## config.mk

```make
export PLATFORM = sky130hd
export DESIGN_NAME = ssl_seq
export DESIGN_NICKNAME = d
export VERILOG_FILES = /design/src/rtl/ssl_pkg.sv /design/src/rtl/ssl_tick_div.sv /design/src/rtl/ssl_seq.sv
export SDC_FILE = /design/constraint.sdc
export NUM_CORES = 1
export LEC_CHECK = 0
export BUFFER_PORTS_ARGS = -buffer_cell sky130_fd_sc_hd__buf_4
export CORE_ASPECT_RATIO = 0.6
export CORE_MARGIN = 8
export CORE_UTILIZATION = 57
export CTS_BUF_LIST = sky130_fd_sc_hd__clkbuf_4 sky130_fd_sc_hd__clkbuf_8
export CTS_CLUSTER_SIZE = 28
export DETAILED_ROUTE_END_ITERATION = 12
export GPL_TIMING_DRIVEN = 0
export PLACE_DENSITY = 0.8
export SETUP_SLACK_MARGIN = 0.3
export SYNTH_ARGS = -nofsm -noshare
export SYNTH_HDL_FRONTEND = slang
export SYNTH_SLANG_ARGS = --single-unit
export TNS_END_PERCENT = 100
```

## constraint.sdc

```tcl
create_clock -name clk -period 3.8 [get_ports clk]
set_input_delay 0.76 -clock clk [delete_from_list [all_inputs] [get_ports clk]]
set_output_delay 0.76 -clock clk [all_outputs]
set_load 0.01 [all_outputs]
```

## src/rtl/ssl_pkg.sv

```systemverilog
// ssl_pkg: shared types and constants for the ssl frame sequencer.
//   - state_e : sequencer states (IDLE, CAPT, SETTLE)
//   - NDATA_DEF : default samples per correlation frame
//   - id_width() : delay-index width derived from NDATA
//   - res_t : one latched result {a, b, c} at the default NDATA
package ssl_pkg;

    localparam int NDATA_DEF = 128;

    // Width needed to hold a delay index 0..ndata-1; never narrower than 1 bit.
    function automatic int id_width(input int ndata);
        return (ndata > 1) ? $clog2(ndata) : 1;
    endfunction

    localparam int ID_W_DEF = id_width(NDATA_DEF);

    typedef enum logic [1:0] {
        IDLE   = 2'd0,
        CAPT   = 2'd1,
        SETTLE = 2'd2
    } state_e;

    typedef struct packed {
        logic [ID_W_DEF-1:0] a;
        logic [ID_W_DEF-1:0] b;
        logic [ID_W_DEF-1:0] c;
    } res_t;

endpackage

```

## src/rtl/ssl_tick_div.sv

```systemverilog
// ssl_tick_div: programmable tick divider.
//   clk, rst_n : clock, asynchronous active-low reset
//   restart    : reload the period and zero the count (takes effect next cycle)
//   period     : period in cycles; 0 is treated as 1
//   en         : count enable
//   tick       : one-cycle strobe when the count reaches period-1 while enabled
module ssl_tick_div #(
    parameter int W = 16
) (
    input  logic         clk,
    input  logic         rst_n,
    input  logic         restart,
    input  logic [W-1:0] period,
    input  logic         en,
    output logic         tick
);

    logic [W-1:0] period_q, period_d;
    logic [W-1:0] cnt_q, cnt_d;

    assign tick = en && (cnt_q == period_q - W'(1));

    always_comb begin
        // NOTE: every variable gets a default first, so no path leaves it unassigned (no latch).
        period_d = period_q;
        cnt_d    = cnt_q;
        if (restart) begin
            period_d = (period == '0) ? W'(1) : period;
            cnt_d    = '0;
        end else if (en) begin
            cnt_d = tick ? '0 : cnt_q + W'(1);
        end
    end

    // NOTE: sequential state uses non-blocking assignments so all flops update together.
    always_ff @(posedge clk or negedge rst_n) begin
        if (!rst_n) begin
            period_q <= W'(1);
            cnt_q    <= '0;
        end else begin
            period_q <= period_d;
            cnt_q    <= cnt_d;
        end
    end

endmodule

```

## src/rtl/ssl_seq.sv

```systemverilog
// ssl_seq: frame sequencer for the ssl sound-source-localisation correlator.
//   clk, erst          : clock, asynchronous active-low reset
//   run                : capture frames continuously while high
//   div_val            : sample period in clk cycles (0 treated as 1), taken on frame start
//   smp_en             : one-cycle sample strobe to ssl
//   frm_start          : pulse on the first CAPT cycle of each frame
//   capt_act           : high while in CAPT
//   dId{A,B,C}_in      : delay indices from ssl
//   res_{a,b,c}        : latched delay indices, with res_valid / res_ready handshake
//   ovr, clr_ovr       : sticky overrun flag (a result overwritten before it was taken)
// Optional: define SSL_SEQ_FRMCNT_EN to add frm_cnt[7:0], a frame counter latched
// together with res_*.
module ssl_seq
    import ssl_pkg::*;
#(
    parameter int NDATA   = NDATA_DEF,
    parameter int DIV_W   = 16,
    parameter int RES_LAT = 2,
    localparam int ID_W   = id_width(NDATA)
) (
    input  logic             clk,
    input  logic             erst,
    input  logic             run,
    input  logic [DIV_W-1:0] div_val,
    output logic             smp_en,
    output logic             frm_start,
    output logic             capt_act,
    input  logic [ID_W-1:0]  dIdA_in,
    input  logic [ID_W-1:0]  dIdB_in,
    input  logic [ID_W-1:0]  dIdC_in,
    output logic [ID_W-1:0]  res_a,
    output logic [ID_W-1:0]  res_b,
    output logic [ID_W-1:0]  res_c,
    output logic             res_valid,
    input  logic             res_ready,
    output logic             ovr,
`ifdef SSL_SEQ_FRMCNT_EN
    output logic [7:0]       frm_cnt,
`endif
    input  logic             clr_ovr
);

    localparam int SET_W = (RES_LAT > 1) ? $clog2(RES_LAT) : 1;

    typedef struct packed {
        logic [ID_W-1:0] a;
        logic [ID_W-1:0] b;
        logic [ID_W-1:0] c;
    } idx_set_t;

    state_e          state_q, state_d;
    logic [ID_W-1:0] smp_cnt_q, smp_cnt_d;
    logic [SET_W-1:0] set_cnt_q, set_cnt_d;
    logic            frm_start_q, frm_start_d;
    logic            res_valid_q, res_valid_d;
    logic            ovr_q, ovr_d;
    idx_set_t        res_q, res_d;
    logic            restart;
    logic            latch;
    logic            tick;

    // The divider only runs while capturing; dropping run gates the strobe at once.
    ssl_tick_div #(.W(DIV_W)) u_tick_div (
        .clk     (clk),
        .rst_n   (erst),
        .restart (restart),
        .period  (div_val),
        .en      ((state_q == CAPT) && run),
        .tick    (tick)
    );

    assign smp_en = tick;

    always_comb begin
        state_d   = state_q;
        smp_cnt_d = smp_cnt_q;
        set_cnt_d = set_cnt_q;
        restart   = 1'b0;
        latch     = 1'b0;
        unique case (state_q)
            IDLE: begin
                if (run) begin
                    state_d   = CAPT;
                    restart   = 1'b1;
                    smp_cnt_d = '0;
                end
            end
            CAPT: begin
                if (!run) begin
                    state_d = IDLE;
                end else if (smp_en) begin
                    smp_cnt_d = smp_cnt_q + ID_W'(1);
                    if (smp_cnt_q == ID_W'(NDATA - 1)) begin
                        state_d   = SETTLE;
                        set_cnt_d = '0;
                    end
                end
            end
            SETTLE: begin
                // run is ignored until the last settle cycle: a started frame always completes.
                if (set_cnt_q == SET_W'(RES_LAT - 1)) begin
                    latch     = 1'b1;
                    set_cnt_d = '0;
                    if (run) begin
                        state_d   = CAPT;
                        restart   = 1'b1;
                        smp_cnt_d = '0;
                    end else begin
                        state_d = IDLE;
                    end
                end else begin
                    set_cnt_d = set_cnt_q + SET_W'(1);
                end
            end
            default: state_d = IDLE;
        endcase
    end

    always_comb begin
        frm_start_d = (state_d == CAPT) && (state_q != CAPT);
        res_d       = res_q;
        res_valid_d = res_valid_q;
        ovr_d       = ovr_q;
        if (res_valid_q && res_ready) begin
            res_valid_d = 1'b0;
        end
        if (clr_ovr) begin
            ovr_d = 1'b0;
        end
        // A latch always leaves a valid result; it is an overrun only if the old one
        // was still pending and not taken this cycle. Set beats clear.
        if (latch) begin
            res_d       = '{a: dIdA_in, b: dIdB_in, c: dIdC_in};
            res_valid_d = 1'b1;
            if (res_valid_q && !res_ready) begin
                ovr_d = 1'b1;
            end
        end
    end

    always_ff @(posedge clk or negedge erst) begin
        if (!erst) begin
            state_q     <= IDLE;
            smp_cnt_q   <= '0;
            set_cnt_q   <= '0;
            frm_start_q <= 1'b0;
            res_valid_q <= 1'b0;
            ovr_q       <= 1'b0;
            // NOTE: the result register is reset too; it is small and its outputs must read 0 in reset.
            res_q       <= '0;
        end else begin
            state_q     <= state_d;
            smp_cnt_q   <= smp_cnt_d;
            set_cnt_q   <= set_cnt_d;
            frm_start_q <= frm_start_d;
            res_valid_q <= res_valid_d;
            ovr_q       <= ovr_d;
            res_q       <= res_d;
        end
    end

`ifdef SSL_SEQ_FRMCNT_EN
    logic [7:0] frm_cnt_q, frm_cnt_d;

    assign frm_cnt_d = latch ? frm_cnt_q + 8'd1 : frm_cnt_q;

    always_ff @(posedge clk or negedge erst) begin
        if (!erst) begin
            frm_cnt_q <= '0;
        end else begin
            frm_cnt_q <= frm_cnt_d;
        end
    end

    assign frm_cnt = frm_cnt_q;
`endif

    assign frm_start = frm_start_q;
    assign capt_act  = (state_q == CAPT);
    assign res_a     = res_q.a;
    assign res_b     = res_q.b;
    assign res_c     = res_q.c;
    assign res_valid = res_valid_q;
    assign ovr       = ovr_q;

endmodule
```

# [After elaboration in Yosys (flattened, before gate mapping)]
# Cells that the tools add are included.
[word_totals] reg_bits=66 inputBits=42 out_inout_bits=26
[classes] n_addsub=4 eq_ne=10 muxes=31 n_reduce_logical=14
[op_table] cell="two-way mux 16 bit" count=4
[op_table] cell="two-way mux 7 bit" count=4
[op_table] cell="one-hot mux 7 bit (3 select lines)" count=1
[op_table] cell="adder 16 x 1 -> 16 bit (second input constant)" count=1
[op_table] cell="equality test 16 bit" count=1
[op_table] cell="zero test 16 bit" count=1
[op_table] cell="subtractor 16 x 1 -> 16 bit (second input constant)" count=1
[op_table] cell="two-way mux 1 bit" count=14
[op_table] cell="two-way mux 2 bit" count=5
[op_table] cell="AND reduction 4 bit" count=2
[op_table] cell="adder 7 x 1 -> 7 bit (second input constant)" count=1
[op_table] cell="equality test 7 bit (second input constant)" count=1
[op_table] cell="inequality test 2 x 1 -> 1 bit (second input constant)" count=3
[op_table] cell="one-hot mux 2 bit (3 select lines)" count=1
[op_table] cell="nonzero test 2 bit" count=3
[op_table] cell="logical AND 1 bit" count=5
[op_table] cell="equality test 2 x 1 -> 1 bit (second input constant)" count=2
[op_table] cell="inequality test 2 bit (second input constant)" count=2
[op_table] cell="one-hot mux 1 bit (2 select lines)" count=2
[op_table] cell="nonzero test 3 bit" count=1
[op_table] cell="equality test 2 bit (second input constant)" count=1
[op_table] cell="zero test 2 bit" count=1
[op_table] cell="adder 1 bit (second input constant)" count=1
[op_table] cell="zero test 1 bit" count=1

# [Longest topological paths before layout]
[logic_depth] word_depth=8 mapped_depth=11

# [Hierarchy]
# A second synthesis with hierarchy kept.
[unflattened] hier_cells=317 area_unflattened_um2=3494.6
[by_module_without_submodules] module="ssl_tick_div" n_inst=1 cells_each=208 area_per_inst_um2=2085.8 seq_area_each_um2=802.0
[by_module_without_submodules] module="ssl_seq" n_inst=1 cells_each=109 area_per_inst_um2=1408.9 seq_area_each_um2=850.8

# [Worst setup path after synthesis]
# OpenSTA, ideal clock, no wires.
[synth_path] path_kind="flip-flop to output port" startpoint="reg u_tick_div.period_q[0]" endpoint="out smp_en" arrival_ns=2.827 t_required_ns=3.040 setup_slack_ns=0.213 stages_incl_launch_ff=9 n_path_buf=0 cell_sequence="dfstp_2 -> inv_1 -> ha_1 -> or4b_4 -> or4_1 -> a211o_1 -> and4_4 -> or4_4 -> nor2_1"
[synth_between] elab_chain_len=3
[synth_rtl] element="start, declared" line_no="ssl_tick_div.sv:18" text="logic [W-1:0] period_q, period_d;"
[synth_rtl] element="start signal, assigned" line_no="ssl_tick_div.sv:41" text="period_q <= period_d;"
[synth_rtl] element="subtractor 16 x 1 -> 16 bit" line_no="ssl_tick_div.sv:21" text="assign tick = en && (cnt_q == period_q - W'(1));"
[synth_rtl] element="equality test 16 bit" line_no="ssl_tick_div.sv:21"
[synth_rtl] element="logical AND 1 bit" line_no="ssl_tick_div.sv:21"
[synth_rtl] element="end, declared" line_no="ssl_seq.sv:25" text="output logic smp_en,"
# No other way between the ends.

# [Final worst setup path]
# Same ends and word-level chain as after synthesis.

==> results.sh <==
export IMPL_fp_dieH_um=76.8
export IMPL_routed_wirelength_um=9680
export IMPL_grt_pass1_wl_um=15700
export IMPL_die_w_um=117
export IMPL_clk_latency_ns=0.35
export IMPL_status="complete, but fails checks"
export IMPL_fin_skew_ns=0.0103
export IMPL_cp_max_fo=4
export IMPL_grt_max_degree=67
export IMPL_drt_met1_wl_um=4380
export IMPL_crit_path_end_kind="primary output"
export IMPL_synth_area_mm2=0.00351
export IMPL_whs_ns=0.507
export IMPL_route_detailed_drc=0
export IMPL_r2r_slack_ns=0.30
export IMPL_synth_seq_area_share=0.471
export IMPL_synth_edf_count=0
export IMPL_synth_flop_cell="dfrtp_1"
export IMPL_cts_made_buffers=9
export IMPL_dp_hpwl_um=7080
export IMPL_cap_viol_max_count=0
export IMPL_nNetsFinal=494
export IMPL_arrival_ns=3.19
export IMPL_synth_distinct_cells=60
export IMPL_drive_gt1_frac=0.306
export IMPL_dieArea_mm2=0.00901
export IMPL_cts_tree="done"
export IMPL_period_share=1.04
export IMPL_wl_met3_um=762
export IMPL_grt_pass1_vias=3048
export IMPL_wl_met2_um=4420
export IMPL_synth_warnings=0
export IMPL_start_util=0.582
export IMPL_highest_layer="met4"
export IMPL_io_buffers=67
export IMPL_path_class="register to primary output"
export IMPL_core_area_mm2=0.00603
export IMPL_cp_required_ns=3.04
export IMPL_rsz0062_at_grt="yes"
export IMPL_final_max_slew_viol_count=0
export IMPL_ir_worst_vdd_mv=0.262
export IMPL_ys_ff_latch=66
export IMPL_min_delay_path_class="input port to async pin"
export IMPL_timing_final_ws_setup_ns=-0.153
export IMPL_avgSynthCellArea_um2=9.73
export IMPL_cts_root_buffer="clkbuf_8"
export IMPL_rr_worst_depth=10
export IMPL_place_ws_ns=0.0130
export IMPL_rr_endpoint="smp_cnt_q[3]$_DFFE_PN0P_"
export IMPL_first_pass_iters=5
export IMPL_powerDensity_mw_per_mm2=450
export IMPL_globalplace_congestion=0.939
export IMPL_wl_per_cell_um=18.0
export IMPL_grt_overflow=0
export IMPL_tightestPinTransition_ns=0.839
export IMPL_synth_nets=406
export IMPL_drt_iter0_markers=303
export IMPL_h_tree_depth=3
export IMPL_violations="negative setup slack"
export IMPL_clock_sinks=66
export IMPL_synthCells=361
export IMPL_p_leak_nw=1.97
export IMPL_path_clk_slew_ns=0.07
export IMPL_ios=68
export IMPL_period_needed_ns=3.95
export IMPL_slew_headroom=0.441
export IMPL_worstReg2RegStart="u_tick_div.period_q[0]$_DFFE_PN1P_"
export IMPL_fillers=418
export IMPL_synthArstFlopShare=1.00
export IMPL_antennaDiodeCount=0
export IMPL_start_kind="register"
export IMPL_hold_violations=0
export IMPL_vias=3142
export IMPL_finalSetupViolCount=1
export IMPL_cts_buffer_depth=2
export IMPL_grt_util_all_layers=0.213
export IMPL_areaGrowthSynthToFinish_pct=28.0
export IMPL_postRouteAntennaNets=0
export IMPL_row_count=22
export IMPL_hold_buffers=0
export IMPL_fmax_mhz=253
export IMPL_antenna_found_initial=0
export IMPL_via_per_inst=5.84
==> metal layers <==
metal | GRT usage | vias up
met1 | 0.294 | 1543
met5 | 0 | -
met2 | 0.320 | 125
li1 | - | 1459
met4 | 0.0566 | 0
met3 | 0.0621 | 15
==> power by group <==
group | switching (mW) | leakage [nW] | total, mW | internal (mW)
clock network | 0.285 | 0.120 | 0.730 | 0.445
logic | 0.263 | 1.02 | 0.474 | 0.211
registers | 0.0587 | 0.835 | 0.819 | 0.760
==> through the flow <==
stage | std cells | power (mW) | TNS, ns | utilization | area (um^2)
finish | 538 | 2.02 | -0.153 | 0.745 | 4490
global route | 538 | 2.10 | -0.218 | 0.745 | 4490
CTS | 531 | 1.99 | -0.144 | 0.733 | 4420
detailed placement | 512 | 1.25 | 0 | 0.685 | 4130
global placement | 512 | 1.23 | 0 | 0.685 | 4130
floorplan | 361 | 1.09 | 0 | - | 3520
==> layout make-up <==
type / instances / area (um^2) / area share
inverter: 9 / 33.8 / 0.00752
clock buffer: 10 / 131 / 0.0292
multi-input combinational: 270 / 1800 / 0.400
sequential: 66 / 1650 / 0.368
clock inverter: 6 / 115 / 0.0256
tap: 84 / 105 / 0.0234
buffer: 16 / 77.6 / 0.0173
timing repair buffer: 77 / 582 / 0.129
==> timing repair <==
item,in CTS,in global routing
setup buffers,3,7
gates resized for setup,6,7
pin swaps,4,5
endpoints found under the setup margin,23,17
hold endpoints to repair,0,0
==> sequential cells by signal, indices dropped and copies added (netlist names) <==
name,cells
res_a,7
frm_start,1
u_tick_div.period_q,16
u_tick_div.cnt_q,16
state_q,2
ovr,1
set_cnt_q,1
res_b,7
smp_cnt_q,7
res_c,7
res_valid,1
==> how the worst max path moves through the flow <==
stage	depth (start not counted)	endpoint	slack [ns]	startpoint
3_3_place_gp	9	smp_en	0.06	u_tick_div.period_q[0]$_DFFE_PN1P_
3_5_place_dp	9	smp_en	0.01	u_tick_div.period_q[1]$_DFFE_PN0P_
5_1_grt	9	smp_en	-0.22	u_tick_div.period_q[0]$_DFFE_PN1P_
2_1_floorplan	8	smp_en	0.32	u_tick_div.period_q[1]$_DFFE_PN0P_
6_report	9	smp_en	-0.15	u_tick_div.period_q[0]$_DFFE_PN1P_
4_1_cts	9	smp_en	-0.14	u_tick_div.period_q[1]$_DFFE_PN0P_
==> cells in the mapped netlist (all sizes together) (4+ instances only) <==
cell,n,area (um^2)
buf,5,30.0
clkbuf,11,41.3
dfrtp,65,1630
inv,9,33.8
mux2,21,236
nand2,73,274
nand2b,6,37.5
nand3,18,90.1
nand4,4,25.0
nor2,14,52.6
nor3,10,50.1
nor4,6,43.8
o21ai,19,106
o311ai,8,70.1
or2,5,31.3
or3,6,37.5
or4,8,68.8
xnor2,16,140
xor2,7,61.3
==> cell families after synthesis <==
| logic type | after synthesis | synth area share |
|---|---|---|
| fa+ha+maj | 3 | 0.0107 |
| flops | 66 | 0.471 |
| compound gates | 54 | 0.115 |
| simple gates | 167 | 0.243 |
| xor+xnor | 23 | 0.0574 |
| buf+inv | 25 | 0.0299 |
| mux | 23 | 0.0731 |
==> placed cells by master (no fill, tap or decap), types with 6 or more instances in the layout <==
| cell type | n |
|---|---|
| buf_4 | 78 |
| nand2_1 | 73 |
| dfrtp_1 | 65 |
| mux2_2 | 21 |
| nand3_1 | 18 |
| xnor2_1 | 16 |
| nor2_1 | 13 |
| o21ai_0 | 12 |
| nor3_1 | 10 |
| clkbuf_1 | 10 |
| clkbuf_8 | 9 |
| o311ai_1 | 8 |
| inv_1 | 7 |
| xor2_1 | 7 |
| or3_1 | 6 |
| nand2b_1 | 6 |
| o21ai_1 | 6 |
==> critical path, stage by stage (launching register included) <==
cell and delay (ns):
dfstp_2 0.39, inv_2 0.08, ha_4 0.15, or4b_4 0.48
or4_4 0.49, a211o_1 0.27, and4_4 0.17, or4_4 0.57
nor2_4 0.12, buf_6 0.11
No activity file was read; power rests on OpenSTA's default activity.
